File: config.mk
export PLATFORM = sky130hd
export DESIGN_NAME = gshare_predictor_mp
export DESIGN_NICKNAME = d
export VERILOG_FILES = /design/src/rtl/gshare_predictor_mp_pkg.sv /design/src/rtl/gshare_predictor_mp_sat_counter_table.sv /design/src/rtl/gshare_predictor_mp.sv
export SDC_FILE = /design/constraint.sdc
export NUM_CORES = 2
export LEC_CHECK = 0
export ABC_CLOCK_PERIOD_IN_PS = 8900
export CAP_MARGIN = 20
export CORE_ASPECT_RATIO = 0.5
export CORE_MARGIN = 3
export CORE_UTILIZATION = 40
export DETAILED_ROUTE_END_ITERATION = 10
export MAX_ROUTING_LAYER = met4
export SLEW_MARGIN = 20
export SYNTH_ARGS = -nofsm -noshare
export SYNTH_HDL_FRONTEND = slang
export SYNTH_SLANG_ARGS = --single-unit
File: constraint.sdc
create_clock -name clk -period 8.9 [get_ports clk]
set_input_delay 2.225 -clock clk [delete_from_list [all_inputs] [get_ports clk]]
set_output_delay 2.225 -clock clk [all_outputs]
set_load 0.01 [all_outputs]
File: src/rtl/gshare_predictor_mp_pkg.sv
// Shared types, default configuration and index hash for the gshare direction predictor.
package gshare_predictor_mp_pkg;

  localparam int GSH_PC_BITS      = 32;
  localparam int GSH_HISTORY_BITS = 2;
  localparam int GSH_SIZE         = 256;
  localparam int GSH_CNT_BITS     = 2;
  localparam int FETCH_LANES      = 2;
  localparam int GSH_PC_LSB       = 2;

  typedef struct packed {
    logic [GSH_PC_BITS-1:0] pc;
    logic                   valid;
  } gsh_lookup_s;

  typedef struct packed {
    logic [GSH_PC_BITS-1:0] pc;
    logic                   taken;
    logic                   mispredict;
    logic                   valid;
  } gsh_update_s;

  // Width-generic hash: pc[pc_lsb +: idx_bits] XOR zero-extended history.
  function automatic logic [31:0] gsh_index(input logic [63:0]   pc,
                                            input logic [31:0]   hist,
                                            input int unsigned   pc_lsb,
                                            input int unsigned   idx_bits);
    logic [63:0] mask;
    logic [63:0] hashed;
    mask   = (64'd1 << idx_bits) - 64'd1;
    hashed = ((pc >> pc_lsb) ^ {32'd0, hist}) & mask;
    return hashed[31:0];
  endfunction

endpackage

File: src/rtl/gshare_predictor_mp_sat_counter_table.sv
// Saturating counter table: multi-port registered read of counter MSBs, one
// saturating write port. Reads see the value from before a same-cycle write.
module sat_counter_table #(
  parameter int TABLE_SIZE = 256,
  parameter int CNT_BITS   = 2,
  parameter int LANES      = 2,
  parameter int IDX_BITS   = 8
) (
  input  logic                           clk,
  input  logic                           rst_n,
  input  logic                           rd_en_i,
  input  logic [LANES-1:0][IDX_BITS-1:0] rd_idx_i,
  output logic [LANES-1:0]               rd_msb_o,
  input  logic                           wr_en_i,
  input  logic [IDX_BITS-1:0]            wr_idx_i,
  input  logic                           wr_up_i
);

  localparam logic [CNT_BITS-1:0] WEAK = CNT_BITS'((1 << (CNT_BITS - 1)) - 1);
  localparam logic [CNT_BITS-1:0] MAX  = {CNT_BITS{1'b1}};

  logic [CNT_BITS-1:0] cnt_q [TABLE_SIZE];
  logic [CNT_BITS-1:0] cnt_cur;
  logic [CNT_BITS-1:0] cnt_d;
  logic [LANES-1:0]    rd_msb_q;

  always_comb begin
    cnt_cur = cnt_q[wr_idx_i];
    cnt_d   = cnt_cur;
    if (wr_up_i && (cnt_cur != MAX)) begin
      cnt_d = cnt_cur + CNT_BITS'(1);
    end else if (!wr_up_i && (cnt_cur != '0)) begin
      cnt_d = cnt_cur - CNT_BITS'(1);
    end
  end

  always_ff @(posedge clk or negedge rst_n) begin
    if (!rst_n) begin
      for (int i = 0; i < TABLE_SIZE; i++) begin
        cnt_q[i] <= WEAK;
      end
      rd_msb_q <= '0;
    end else begin
      if (wr_en_i) begin
        cnt_q[wr_idx_i] <= cnt_d;
      end
      if (rd_en_i) begin
        for (int l = 0; l < LANES; l++) begin
          rd_msb_q[l] <= cnt_q[rd_idx_i[l]][CNT_BITS-1];
        end
      end
    end
  end

  assign rd_msb_o = rd_msb_q;

endmodule

File: src/rtl/gshare_predictor_mp.sv
// Parametrised gshare direction predictor with speculative global history that
// is recovered from the retired history on mispredict or flush.
module gshare_predictor_mp
  import gshare_predictor_mp_pkg::*;
#(
  parameter int PC_BITS      = GSH_PC_BITS,
  parameter int FETCH_LANES  = gshare_predictor_mp_pkg::FETCH_LANES,
  parameter int HISTORY_BITS = GSH_HISTORY_BITS,
  parameter int TABLE_SIZE   = GSH_SIZE,
  parameter int CNT_BITS     = GSH_CNT_BITS,
  parameter int PC_LSB       = GSH_PC_LSB
) (
  input  logic                   clk,
  input  logic                   rst_n,
  input  logic                   rd_valid_i,
  input  logic [PC_BITS-1:0]     rd_pc_i,
  output logic                   pred_valid_o,
  output logic [FETCH_LANES-1:0] pred_taken_o,
  input  logic                   spec_valid_i,
  input  logic                   spec_taken_i,
  input  logic                   upd_valid_i,
  input  logic [PC_BITS-1:0]     upd_pc_i,
  input  logic                   upd_taken_i,
  input  logic                   upd_mispredict_i,
  input  logic                   flush_i
);

  localparam int IDX_BITS = $clog2(TABLE_SIZE);

  gsh_lookup_s lk;
  gsh_update_s up;

  logic [HISTORY_BITS-1:0] spec_hist_q, spec_hist_d, spec_shift;
  logic [HISTORY_BITS-1:0] ret_hist_q, ret_hist_d, ret_shift;
  logic                    pred_valid_q;

  logic [FETCH_LANES-1:0][IDX_BITS-1:0] rd_idx;
  logic [IDX_BITS-1:0]                  wr_idx;

  always_comb begin
    lk.pc         = GSH_PC_BITS'(rd_pc_i);
    lk.valid      = rd_valid_i;
    up.pc         = GSH_PC_BITS'(upd_pc_i);
    up.taken      = upd_taken_i;
    up.mispredict = upd_mispredict_i;
    up.valid      = upd_valid_i;
  end

  generate
    if (HISTORY_BITS == 1) begin : g_hist1
      assign ret_shift  = up.taken;
      assign spec_shift = spec_taken_i;
    end else begin : g_histn
      assign ret_shift  = {ret_hist_q[HISTORY_BITS-2:0], up.taken};
      assign spec_shift = {spec_hist_q[HISTORY_BITS-2:0], spec_taken_i};
    end
  endgenerate

  // ret_hist_d already folds in a same-cycle update, so flush recovery and
  // mispredict recovery both restore from it; any spec shift that cycle is lost.
  always_comb begin
    ret_hist_d  = up.valid ? ret_shift : ret_hist_q;
    spec_hist_d = spec_hist_q;
    if (up.valid && up.mispredict) begin
      spec_hist_d = ret_hist_d;
    end else if (flush_i) begin
      spec_hist_d = ret_hist_d;
    end else if (spec_valid_i) begin
      spec_hist_d = spec_shift;
    end
  end

  always_comb begin
    for (int l = 0; l < FETCH_LANES; l++) begin
      rd_idx[l] = IDX_BITS'(gsh_index(64'(lk.pc + GSH_PC_BITS'(4 * l)),
                                      32'(spec_hist_q), PC_LSB, IDX_BITS));
    end
    wr_idx = IDX_BITS'(gsh_index(64'(up.pc), 32'(ret_hist_q), PC_LSB, IDX_BITS));
  end

  always_ff @(posedge clk or negedge rst_n) begin
    if (!rst_n) begin
      spec_hist_q  <= '0;
      ret_hist_q   <= '0;
      pred_valid_q <= 1'b0;
    end else begin
      spec_hist_q  <= spec_hist_d;
      ret_hist_q   <= ret_hist_d;
      pred_valid_q <= lk.valid;
    end
  end

  sat_counter_table #(
    .TABLE_SIZE (TABLE_SIZE),
    .CNT_BITS   (CNT_BITS),
    .LANES      (FETCH_LANES),
    .IDX_BITS   (IDX_BITS)
  ) u_table (
    .clk      (clk),
    .rst_n    (rst_n),
    .rd_en_i  (lk.valid),
    .rd_idx_i (rd_idx),
    .rd_msb_o (pred_taken_o),
    .wr_en_i  (up.valid),
    .wr_idx_i (wr_idx),
    .wr_up_i  (up.taken)
  );

  assign pred_valid_o = pred_valid_q;

endmodule

Word level (Yosys, flattened, before mapping)
Cells that the tools add are included.
{ "word_totals": {"in_bits": 73, "elab_cells": 299, "reg_bits": 519} }
{ "classes": {"bitwise": 6, "mux": 18, "n_reduce_logical": 7, "addsub": 3, "eq_ne": 1, "order_cmp": 4} }
{ "op_table": {"columns": ["cell", "count"], "rows": [
  ["512-bit bitwise mux", 1],
  ["2-bit binary-select mux with 8-bit select", 3],
  ["9-bit >= comparator (second input constant)", 3],
  ["8-bit inverter with 9-bit output", 3],
  ["2-bit two-way mux", 13],
  ["8-bit by 2-bit bitwise XOR with 8-bit output", 3],
  ["2-bit demux with 8-bit select", 1],
  ["10-bit by 3-bit adder with 10-bit output (second input constant)", 1],
  ["9-bit by 1-bit less-than comparator with 1-bit output (second input constant)", 1],
  ["1-bit logical AND", 4],
  ["3-bit nonzero test", 1],
  ["2-bit by 1-bit adder with 2-bit output (second input constant)", 1],
  ["2-bit != test (second input constant)", 1],
  ["2-bit nonzero test", 1],
  ["2-bit by 1-bit subtractor with 2-bit output (second input constant)", 1],
  ["1-bit zero test", 1]
]} }

Logic depth before layout (Yosys ltp)
{ "logic_depth": {"depth_word": 10, "mapped_depth": 20, "ltp_nobuf": 13} }

Modules after synthesis
Synthesis repeated with hierarchy kept, for this count alone.
{ "unflattened": {"cells_unflattened": 2542, "area_unflattened_um2": 29983.8} }
{ "by_module_without_submodules": {"columns": ["module", "area_per_inst_um2", "cells_per_inst", "n_inst"], "rows": [
  ["sat_counter_table", 29633.4, 2507, 1],
  ["gshare_predictor_mp", 350.3, 35, 1]
]} }

Least setup slack after synthesis
Ideal clock, no wire load.
{ "synth_path": {"path_kind": "input to register", "start": "input upd_pc_i[2]", "end": "register u_table.cnt_q[11] in the netlist's numbering", "setup_time_ps": 132, "t_required_ps": 8768, "setup_slack_ps": 2994, "path_stages": 15, "t_arrival_ps": 5774, "path_cell_list": "xnor2_1 > buf_4 > buf_6 > buf_6 > mux4_2 > a311oi_1 > nand4_1 > a2111oi_2 > a32oi_2 > ha_1 > nand2b_1 > o21ai_1 > clkbuf_1 > clkbuf_1 > o31ai_1"} }
{ "synth_via": {"elab_chain_len": 10, "elab_cells_between_ends": 19, "cone_classes": "2 x add/sub; 2 x order compare; 1 x eq/ne; 8 x mux; 2 x bitwise; 4 x reduce/logical"} }
{ "synth_lines": {"columns": ["element", "line", "rtl"], "rows": [
  ["start: declaration", "gshare_predictor_mp.sv:22", "input logic [PC_BITS-1:0] upd_pc_i,"],
  ["8-bit by 2-bit bitwise XOR with 8-bit output *", "gshare_predictor_mp_pkg.sv:31", "hashed = ((pc >> pc_lsb) ^ {32'd0, hist}) & mask;"],
  ["8-bit inverter with 9-bit output (not written as such) *", "gshare_predictor_mp_sat_counter_table.sv:28, gshare_predictor_mp_sat_counter_table.sv:45", null],
  ["parallel branches: the longest is 7 deep, another holds 2-bit by 1-bit subtractor with 2-bit output", null, null],
  ["512-bit bitwise mux *", "gshare_predictor_mp_sat_counter_table.sv:45", "cnt_q[wr_idx_i] <= cnt_d;"],
  ["end signal: indexed assignment", "gshare_predictor_mp_sat_counter_table.sv:45", null],
  ["end: declaration", "gshare_predictor_mp_sat_counter_table.sv:22", "logic [CNT_BITS-1:0] cnt_q [TABLE_SIZE];"]
]} }
Every way passes the cells marked *. The select of a mux whose other input is x is not followed.
A chain may end at the register's enable or synchronous reset.

Worst setup path after layout
{ "layout_path": {"start": "input upd_pc_i[2]", "end": "register u_table.cnt_q[108] in the netlist's numbering"} }
Same word-level chain as after synthesis.

==> results.txt <==
- The run finished with clean final reports.
- Fraction of layout cells with a size suffix above 1: 0.278
* Overall die height: approximately 200 µm
- Final #Nets: 2700
- Worst min path class: reg2reg
- Gate count after technology mapping: between 2000 and 3000
* Number of hold buffers added after cts: 0
- CP delay by family, top: buffers and inverters
- Critical path startpoint category: primary input
- Total via count in the routed design: 22500
- Sequential fraction of the synthesis area: 0.457
- The floorplan step defined a die boundary enclosing 0.0763 mm².
* TritonCTS buffer count: 52
- Area of all placed cells without fillers: 0.0324 mm²
- IR analysis of the VDD net gives a maximum drop of 0.149 mV.
* Clock tree sinks: 519
* Number of max-cap violations: 0
- Classification of the worst setup path: in2reg
* Max stage delay on crit path: roughly 0.82 ns
- Clock tree from TritonCTS: built
- Least-Margin Pin Slew: 1.13 ns
* Most frequent cells in the layout: sky130_fd_sc_hd__nand2_1, sky130_fd_sc_hd__dfrtp_1, sky130_fd_sc_hd__mux4_2, sky130_fd_sc_hd__o31ai_1, sky130_fd_sc_hd__dfstp_2
* Commonest non-fill, non-tap cell in the layout: sky130_fd_sc_hd__nand2_1
- In the final routed layout, each cell accounts on average for 26.4 µm.
* Global route overflow: 0
* Highest net fanout along the worst path: 99
- Critical path launch point: upd_pc_i[2]
* Number of rows in the core area: 69
- The tightest hold path in the finished design has a slack of 0.460 ns.
* Maximum number of pins on one net before global-route repair: 162
- Mean instance size in the synthesized netlist: 10.9 µm²
* Clock Skew: ~0.020 ns
- Area growth from synthesis to layout: 11.1%
- The initial antenna violation count came to 4.
- Across every metal layer, demand over resource in global routing totals 0.260.
- Setup repair after global routing left no endpoint under its margin.
* Global placement routability congestion: 0.949
- Synthesis instantiated between 60 and 70 different standard cells from the library.
- Starting Density: 0.407
- The first global-routing pass estimated 145000 µm of wire.
* Vias in the first global route: around 22000
- The wire-length estimate of the detail-placed layout is ~59000 µm.
- The worst pin sits at a relative slew slack of 0.245.
- After filler insertion, the fill cell instance count of the layout stands at 6473.
* Crit path required time: 9.44 ns
- The tree is rooted in a sky130_fd_sc_hd__clkbuf_16.
- Die extent in x: 388 µm
- H-tree levels: 2
* Data arrival at the endpoint of the critical path: ~7.6 ns
* Leakage component of the power: 11.8 nW
- Yosys printed 0 warnings.
* Setup-violating endpoint count in the final report: 0
- Clk slew on worst S/H paths: 0.07 ns
- Post-route clock period utilization: 0.796
- The largest individual stage delay along the critical path comes from the cell sky130_fd_sc_hd__xnor2_2.
* Count of buffers from port buffering: 27
- Storage element area: between 0.01 and 0.015 mm²
* Worst Hold Launch: u_table.cnt_q[202]
* Buffering stage count on the worst path with inverters included: 4
- The floorplan step defined a core boundary enclosing a little over 0.07 mm².
- Remaining DRCs: 0
- Fraction of synthesis flops using an asynchronous set or reset pin: 1.00
- Post-CTS Setup Bufs: 0
- Post-synth EDFFs: 0
- Worst-Skew Late Latency: between 0.6 and 0.7 ns
- Final sum of negative setup slack: 0 ns
- In this run the remaining antenna-violating nets after routing total 0.
* DR vias/cell: 6.20
* Count of pins on the block boundary: 76
* CTS resizes: 0
- The smallest clock period supported by the final layout is computed as around 7.1 ns.
- The final-report hold violation count is 0.
- The clock passes through at most 3 buffers.
- Critical path, cell by cell: clkdlybuf4s50_1, xnor2_2, buf_4, mux4_2, a311oi_1, nor3_1, a31o_2, a2111oi_2, a32oi_2, inv_1, ha_1, nand2b_1, and2_1, xnor2_4, buf_12, o21ai_0
- Net count after synthesis: around 2700
- The worst setup path is captured at a flop.
* Multi-input logic area: 0.0149 mm²
* Reg2reg start: ret_hist_q[0]
- Derived from the worst setup path, the maximum achievable clock frequency is 141 MHz.
* Synthesized flop and latch total: 519
* Cell area after technology mapping: ~0.03 mm²
- TritonRoute pass-1 iters: 6
- Total power divided by cell area: 213 mW/mm²
- Slew Viols, Final: 0
- Number of design-rule violations left by the first detailed-router iteration: roughly 3000
- Among all flip-flop cells after synthesis, the most frequent one is sky130_fd_sc_hd__dfrtp_1.
- Total Routed Length: 96000 µm
- Instance area at placement: 0.0304 mm²
power by group:
| group | leakage (nW) | switching, mW | internal (mW) |
|---|---|---|---|
| Combinational | 4.67 | 0.986 | 0.607 |
| Sequential | 6.26 | 0.174 | 2.66 |
| Clock | 0.923 | 1.03 | 1.43 |
final timing paths:
kind                                       to  slack [ns]  cells after the start
setup / recovery           u_table.cnt_q[108]        1.81                     16
hold / removal             u_table.cnt_q[202]        0.46                      2
setup reg to reg           u_table.cnt_q[108]        3.46                     15
hold reg to reg            u_table.cnt_q[202]        0.46                      2
max in group asynchronous  u_table.cnt_q[401]        5.74                      2
min in group asynchronous  u_table.cnt_q[207]        1.70                      1
worst register-to-register path, cell delays in order, from the launching register on:
cell	delay [ns]
sky130_fd_sc_hd__dfrtp_1	0.48
sky130_fd_sc_hd__xnor2_2	0.83
sky130_fd_sc_hd__buf_4	0.53
sky130_fd_sc_hd__mux4_2	0.60
sky130_fd_sc_hd__a311oi_1	0.30
sky130_fd_sc_hd__nor3_1	0.13
sky130_fd_sc_hd__a31o_2	0.25
sky130_fd_sc_hd__a2111oi_2	0.46
sky130_fd_sc_hd__a32oi_2	0.19
sky130_fd_sc_hd__inv_1	0.10
sky130_fd_sc_hd__ha_1	0.16
sky130_fd_sc_hd__nand2b_1	0.11
sky130_fd_sc_hd__and2_1	0.23
sky130_fd_sc_hd__xnor2_4	0.33
sky130_fd_sc_hd__buf_12	0.41
sky130_fd_sc_hd__o21ai_0	0.24
flip-flops by register name, summed over array words and instances (netlist names):
signal and count:
u_table.cnt_q 512, ret_hist_q 2, spec_hist_q 2, u_table.rd_msb_o 2, pred_valid_o 1
area by class of cell:
class | instances | area share
multi-input cells | 1946 | 0.461
flip-flops and latches | 519 | 0.411
clock buffers | 75 | 0.0485
well taps | 958 | 0.0370
repair buffers | 99 | 0.0321
clock inverters | 23 | 0.00951
inverters | 6 | 0.000696
diodes | 5 | 0.000387
Yosys cell counts, types with 4 or more instances:
cell type	number	area, µm²
sky130_fd_sc_hd__nand2b_1	10	62.6
sky130_fd_sc_hd__o211ai_1	8	60.1
sky130_fd_sc_hd__o31ai_1	256	1920
sky130_fd_sc_hd__o2111ai_1	4	35.0
sky130_fd_sc_hd__clkbuf_1	99	372
sky130_fd_sc_hd__nor3_1	6	30.0
sky130_fd_sc_hd__and2_1	6	37.5
sky130_fd_sc_hd__xor2_1	7	61.3
sky130_fd_sc_hd__buf_6	43	484
sky130_fd_sc_hd__nand2_1	879	3300
sky130_fd_sc_hd__inv_1	5	18.8
sky130_fd_sc_hd__a2111oi_0	4	35.0
sky130_fd_sc_hd__buf_4	20	150
sky130_fd_sc_hd__dfrtp_1	263	6580
sky130_fd_sc_hd__mux2i_1	20	200
sky130_fd_sc_hd__nor2b_1	7	43.8
sky130_fd_sc_hd__o21ai_0	26	130
sky130_fd_sc_hd__nor2_1	50	188
sky130_fd_sc_hd__a21oi_1	26	130
sky130_fd_sc_hd__buf_2	33	165
sky130_fd_sc_hd__a31oi_1	4	25.0
sky130_fd_sc_hd__nand4_1	11	68.8
sky130_fd_sc_hd__mux4_2	262	5900
sky130_fd_sc_hd__xnor2_1	5	43.8
sky130_fd_sc_hd__o21ai_1	241	1210
sky130_fd_sc_hd__mux4_1	10	263
sky130_fd_sc_hd__dfstp_2	256	6730
sky130_fd_sc_hd__mux2_2	8	90.1
sky130_fd_sc_hd__a22oi_1	24	180
sky130_fd_sc_hd__nand3_1	24	120
cells by family (layout without fill, tap and decap cells):
kind of cell / after synthesis / count (layout) / synth area share
xor+xnor: 15 / 15 / 0.00528
flops: 519 / 519 / 0.457
other cells: 0 / 5 / 0
simple gates: 1006 / 1006 / 0.135
compound gates: 622 / 622 / 0.138
mux: 300 / 300 / 0.222
buf+inv: 204 / 203 / 0.0419
fa+ha+maj: 3 / 3 / 0.00129
routing by layer:
metal	global-route usage	vias to the layer above	share of wire
met2	0.382	1121	0.44
met1	0.356	11400	0.42
met4	0.0804	0	0.030
li1	-	9839	-
met3	0.0672	181	0.11
met5	-	-	0
metrics by stage:
stage	util	instances	total power, mW	setup slack, ns
floorplan	-	2669	3.90	2.99
global placement	0.424	3523	4.40	0.945
detailed placement	0.425	3527	4.44	1.22
CTS	0.451	3625	6.88	1.88
global route	0.452	3629	7.13	1.51
finish	0.452	3631	6.88	1.81
Power figures use the tool's default switching activity.
